## src/rtl/mmio_timer_pkg.sv

```systemverilog
// Shared constants for the MMIO timer slot:
// register indices, CTRL bit positions, compare reset value.
package mmio_timer_pkg;

    localparam int unsigned TMR_CTRL   = 0;
    localparam int unsigned TMR_CNT_LO = 1;
    localparam int unsigned TMR_CNT_HI = 2;
    localparam int unsigned TMR_CMP_LO = 3;
    localparam int unsigned TMR_CMP_HI = 4;
    localparam int unsigned TMR_STATUS = 5;

    localparam int CTRL_GO     = 0;
    localparam int CTRL_CLR    = 1;
    localparam int CTRL_RELOAD = 2;
    localparam int CTRL_IRQEN  = 3;

    localparam int STAT_MATCH  = 0;

    // Widest legal compare register, sliced down to W at use.
    localparam logic [63:0] CMP_RST = '1;

endpackage

```

## src/rtl/timer_counter.sv

```systemverilog
// W-bit up-counter with clear, auto-reload and enable,
// plus the equality compare that produces match.
module timer_counter
    import mmio_timer_pkg::*;
#(
    parameter int W = 48
) (
    input  logic         clk,
    input  logic         reset,
    input  logic         i_go,
    input  logic         i_clr,
    input  logic         i_reload,
    input  logic [W-1:0] i_cmp,
    output logic [W-1:0] o_count,
    output logic         o_match
);

    logic [W-1:0] r_count;
    logic         w_eq;

    assign w_eq    = (r_count == i_cmp);
    assign o_match = i_go & w_eq;
    assign o_count = r_count;

    // Clear beats reload beats increment; no branch means hold.
    always_ff @(posedge clk) begin
        if (reset) begin
            r_count <= '0;
        end else if (i_clr) begin
            r_count <= '0;
        end else if (o_match && i_reload) begin
            r_count <= '0;
        end else if (i_go) begin
            r_count <= r_count + 1'b1;
        end
    end

endmodule

```

## src/rtl/mmio_timer_core.sv

```systemverilog
// MMIO timer slot: register file, count snapshot,
// sticky match flag, level irq and combinational read mux.
module mmio_timer_core
    import mmio_timer_pkg::*;
#(
    parameter int W      = 48,
    parameter int ADDR_W = 5
) (
    input  logic              clk,
    input  logic              reset,
    input  logic              cs,
    input  logic              read,
    input  logic              write,
    input  logic [ADDR_W-1:0] addr,
    input  logic [31:0]       wr_data,
    output logic [31:0]       rd_data,
    output logic              irq
);

    logic          r_go;
    logic          r_reload;
    logic          r_irq_en;
    logic          r_flag;
    logic [W-1:0]  r_cmp;
    logic [W-33:0] r_snap;

    logic [W-1:0]  w_count;
    logic          w_match;
    logic          w_wr;
    logic          w_wr_ctrl;
    logic          w_wr_cmp_lo;
    logic          w_wr_cmp_hi;
    logic          w_wr_stat;
    logic          w_clr;
    logic          w_snap;

    assign w_wr        = cs & write;
    assign w_wr_ctrl   = w_wr && (addr == ADDR_W'(TMR_CTRL));
    assign w_wr_cmp_lo = w_wr && (addr == ADDR_W'(TMR_CMP_LO));
    assign w_wr_cmp_hi = w_wr && (addr == ADDR_W'(TMR_CMP_HI));
    assign w_wr_stat   = w_wr && (addr == ADDR_W'(TMR_STATUS));
    assign w_clr       = w_wr_ctrl & wr_data[CTRL_CLR];
    assign w_snap      = cs & read & (addr == ADDR_W'(TMR_CNT_LO));

    timer_counter #(
        .W (W)
    ) u_cnt (
        .clk      (clk),
        .reset    (reset),
        .i_go     (r_go),
        .i_clr    (w_clr),
        .i_reload (r_reload),
        .i_cmp    (r_cmp),
        .o_count  (w_count),
        .o_match  (w_match)
    );

    always_ff @(posedge clk) begin
        if (reset) begin
            r_go     <= 1'b0;
            r_reload <= 1'b0;
            r_irq_en <= 1'b0;
        end else if (w_wr_ctrl) begin
            r_go     <= wr_data[CTRL_GO];
            r_reload <= wr_data[CTRL_RELOAD];
            r_irq_en <= wr_data[CTRL_IRQEN];
        end
    end

    always_ff @(posedge clk) begin
        if (reset) begin
            r_cmp <= CMP_RST[W-1:0];
        end else begin
            if (w_wr_cmp_lo) r_cmp[31:0]  <= wr_data;
            if (w_wr_cmp_hi) r_cmp[W-1:32] <= wr_data[W-33:0];
        end
    end

    // Upper half frozen by a CNT_LO read so a LO/HI pair is coherent.
    always_ff @(posedge clk) begin
        if (reset) begin
            r_snap <= '0;
        end else if (w_snap) begin
            r_snap <= w_count[W-1:32];
        end
    end

    // A new match outranks a software clear in the same cycle.
    always_ff @(posedge clk) begin
        if (reset) begin
            r_flag <= 1'b0;
        end else if (w_match) begin
            r_flag <= 1'b1;
        end else if (w_wr_stat && wr_data[STAT_MATCH]) begin
            r_flag <= 1'b0;
        end
    end

    assign irq = r_flag & r_irq_en;

    always_comb begin
        rd_data = '0;
        case (addr)
            ADDR_W'(TMR_CTRL): begin
                rd_data[CTRL_GO]     = r_go;
                rd_data[CTRL_RELOAD] = r_reload;
                rd_data[CTRL_IRQEN]  = r_irq_en;
            end
            ADDR_W'(TMR_CNT_LO): rd_data = w_count[31:0];
            ADDR_W'(TMR_CNT_HI): rd_data[W-33:0] = r_snap;
            ADDR_W'(TMR_CMP_LO): rd_data = r_cmp[31:0];
            ADDR_W'(TMR_CMP_HI): rd_data[W-33:0] = r_cmp[W-1:32];
            ADDR_W'(TMR_STATUS): rd_data[STAT_MATCH] = r_flag;
            default: rd_data = '0;
        endcase
    end

endmodule

```

## config.mk

```make
export PLATFORM = sky130hd
export DESIGN_NAME = mmio_timer_core
export DESIGN_NICKNAME = d
export VERILOG_FILES = /design/src/rtl/mmio_timer_pkg.sv /design/src/rtl/timer_counter.sv /design/src/rtl/mmio_timer_core.sv
export SDC_FILE = /design/constraint.sdc
export NUM_CORES = 1
export LEC_CHECK = 0
export CAP_MARGIN = 10
export CORE_MARGIN = 2
export CORE_UTILIZATION = 39
export DETAILED_ROUTE_END_ITERATION = 7
export HOLD_SLACK_MARGIN = 0.08
export SLEW_MARGIN = 15
export SYNTH_ARGS = -nofsm -noshare
export SYNTH_HDL_FRONTEND = slang
export SYNTH_SLANG_ARGS = --single-unit
```

## constraint.sdc

```tcl
create_clock -name clk -period 8.2 [get_ports clk]
set_input_delay 2.05 -clock clk [delete_from_list [all_inputs] [get_ports clk]]
set_output_delay 2.05 -clock clk [all_outputs]
set_load 0.03 [all_outputs]
```

==> flow_metrics.env <==
export IMPL_status="finished, final reports clean"
export IMPL_cts_tree="yes"
export IMPL_slowest_stage="or4b_2"
export IMPL_drc=0
export IMPL_syn_to_final_growth_pct=22.4
export IMPL_detail_route_antenna_nets=0
export IMPL_critical_path_top_delay_family="buffers and inverters"
export IMPL_globalplace_congestion=0.928
export IMPL_grt_pass1_wl_um=30900
export IMPL_powerDensity_mw_per_mm2=179
export IMPL_fp_row_count=46
export IMPL_path_common_cell="clkdlybuf4s50_1"
export IMPL_hold_path_class="flip-flop to flip-flop"
export IMPL_drt_iter0_drc=584
export IMPL_cts_clk_slew_worst_paths_ns=0.05
export IMPL_synthFlopType="dfxtp_1"
export IMPL_synthArstFlopShare=0
export IMPL_hpwlAfterDp_um=13700
export IMPL_synth_xor_area_share=0.107
export IMPL_fin_util=0.483
export IMPL_synthMuxAreaShare=0.0391
export IMPL_vias=5753
export IMPL_fin_nets=824
export IMPL_grtUsageTotal=0.241
export IMPL_dp_cells=978
export IMPL_htree_num_levels=4
export IMPL_yosysWarnings=0
export IMPL_port_buffers=74
export IMPL_worst_path_buf_inv=3
export IMPL_wl_um=19900
export IMPL_p_leak_nw=2.60
export IMPL_worst_slew_pin_slew_ns=1.09
export IMPL_worstPathArrival_ns=5.00
export IMPL_post_drt_wl_per_cell_um=19.7
export IMPL_start_kind="input pin"
export IMPL_die_w_um=130
export IMPL_hold_viol=0
export IMPL_cts_resized=0
export IMPL_whs_path_depth=2
export IMPL_min_period_ns=7.05
export IMPL_cts_buffers_inserted=17
export IMPL_routed_via_density=5.70
export IMPL_synth_edff_count=0
export IMPL_holdWs_ns=0.464
export IMPL_core_area_sq_mm=0.0157
export IMPL_crit_type="input pin to primary output"
export IMPL_worstRegToRegCells=5
export IMPL_synth_compound_area_frac=0.149
export IMPL_drtPass1Iterations=5
export IMPL_synth_distinct_cells=49
export IMPL_finalMaxSlewViolations=0
export IMPL_synthesis_area_sq_mm=0.00621
export IMPL_final_cell_mix="146 x nand2_1, 116 x dfxtp_1, 73 x clkdlybuf4s50_1"
export IMPL_cts_root_buf="clkbuf_16"
export IMPL_netlist_instances=745
export IMPL_r2r_slack_ns=4.93
export IMPL_wl_met2_um=8940
export IMPL_finalSetupViolCount=0
export IMPL_synth_top_family_by_area="simple AND/OR/NAND/NOR gates"
export IMPL_tns_ns=0
export IMPL_ys_seq_area_frac=0.374
export IMPL_clk_insertion_delay_late_ns=0.43
export IMPL_drv_cap=0
export IMPL_overflow=0
export IMPL_top_layer="met4"
export IMPL_min_period_over_period=0.860
export IMPL_end_kind="primary output"
export IMPL_path_depth=6
export IMPL_rsz0062_at_grt="no"
export IMPL_clkSinkCount=116
export IMPL_path_cells="clkdlybuf4s50_1 -> or4b_2 -> nor2_1 -> buf_4 -> a22o_1 -> clkdlybuf4s50_1"
export IMPL_wl_met1_um=9160
export IMPL_vdd_drop_max_v=0.000152
export IMPL_initial_core_util=0.395
export IMPL_grt_pass1_vias=5444
export IMPL_final_cells=1010
export IMPL_diodes=0
export IMPL_crit_required_ns=6.15
export IMPL_dieArea_sq_mm=0.0169
export IMPL_clockBufferDepth=2
export IMPL_fin_skew_ns=0.00969
export IMPL_ys_seq_elements=116
export IMPL_synthSimpleGateAreaFrac=0.282
export IMPL_fmaxAchievable_ghz=0.142
export IMPL_holdBufCountCts=0
export IMPL_path_max_fanout=18
export IMPL_io_pins=75
export IMPL_avgSynthCellArea_sq_um=8.33
export IMPL_crit_path_max_incr_delay_ns=0.95
export IMPL_cts_setup_buffers=0
export IMPL_grt_antenna_before_repair=0
export IMPL_met3_wirelength_um=1380
export IMPL_synth_fp_nets=788
export IMPL_synth_fa_ha_area_frac=0.00202
export IMPL_slew_headroom=0.275
export IMPL_layout_drive_gt1_share=0.0781
export IMPL_grt_max_degree=70
export IMPL_final_common_cell="nand2_1"
export IMPL_fp_dieH_um=130
==> final timing paths <==
kind         startpoint                end
min           r_snap[0]          r_snap[0]
min reg2reg   r_snap[0]          r_snap[0]
max reg2reg        r_go  u_cnt.o_count[38]
max             addr[2]        rd_data[31]
==> final cells by class <==
| type | instances | area (sq um) |
|---|---|---|
| Clock buffer | 22 | 454 |
| Timing Repair Buffer | 84 | 811 |
| Sequential cell | 116 | 2320 |
| Multi-Input combinational cell | 558 | 3610 |
| Tap cell | 216 | 270 |
| Clock inverter | 10 | 108 |
| Fill cell | 1527 | 8120 |
| Inverter | 4 | 15.0 |
==> Yosys cell counts (all sizes together) (8+ instances only) <==
library cell	instances	area (sq um)
a211oi	29	218
a21oi	18	90.1
a221o	13	131
a221oi	19	185
a22o	16	141
and3	8	52.6
buf	17	86.3
clkbuf	50	190
dfxtp	116	2320
mux2i	22	220
nand2	146	548
nand3	25	130
nand3b	49	368
nand4	23	150
nor2	29	109
nor3	8	45.0
nor4	15	93.8
o21ai	12	60.1
or3	19	128
or4	8	63.8
xnor2	9	78.8
xor2	67	587
==> power breakdown <==
| part | internal [mW] | switching, mW | total [mW] |
|---|---|---|---|
| Clock | 0.451 | 0.262 | 0.712 |
| Sequential | 0.566 | 0.00219 | 0.568 |
| Combinational | 0.0380 | 0.0393 | 0.0773 |
==> flip-flops by register name, indices dropped and copies added (netlist names) <==
| name | cells |
|---|---|
| r_go | 1 |
| r_snap | 16 |
| u_cnt.o_count | 48 |
| r_flag | 1 |
| r_reload | 1 |
| r_cmp | 48 |
| r_irq_en | 1 |
==> stage by stage <==
step | cell area [sq um] | setup slack, ns | power [mW]
after global routing | 7590 | 1.01 | 1.40
after floorplan | 6210 | 2.15 | 0.618
after global placement | 7030 | 1.27 | 0.656
after detailed placement | 7030 | 1.18 | 0.657
after CTS | 7590 | 1.18 | 1.36
final | 7590 | 1.15 | 1.36
==> layer usage <==
metal,track usage,vias up
met3,0.0541,31
met4,0.0860,0
li1,-,2744
met5,0,-
met1,0.336,2757
met2,0.367,221
==> logic make-up after synthesis <==
| family | after synthesis |
|---|---|
| AND/OR/NAND/NOR | 338 |
| AO/OA/AOI/OAI | 120 |
| flip-flops | 116 |
| XOR/XNOR | 76 |
| buffers and inverters | 71 |
| multiplexers | 23 |
| adder cells (fa/ha/maj) | 1 |
==> worst register-to-register path, stage by stage (launching register included) <==
cell and delay (ns):
dfxtp_1 0.58, nand3_1 0.36, nor3_2 0.59, nand4_1 0.67
or4_1 0.69, a221oi_1 0.28
Note: power is estimated with default switching activity, not from simulation.
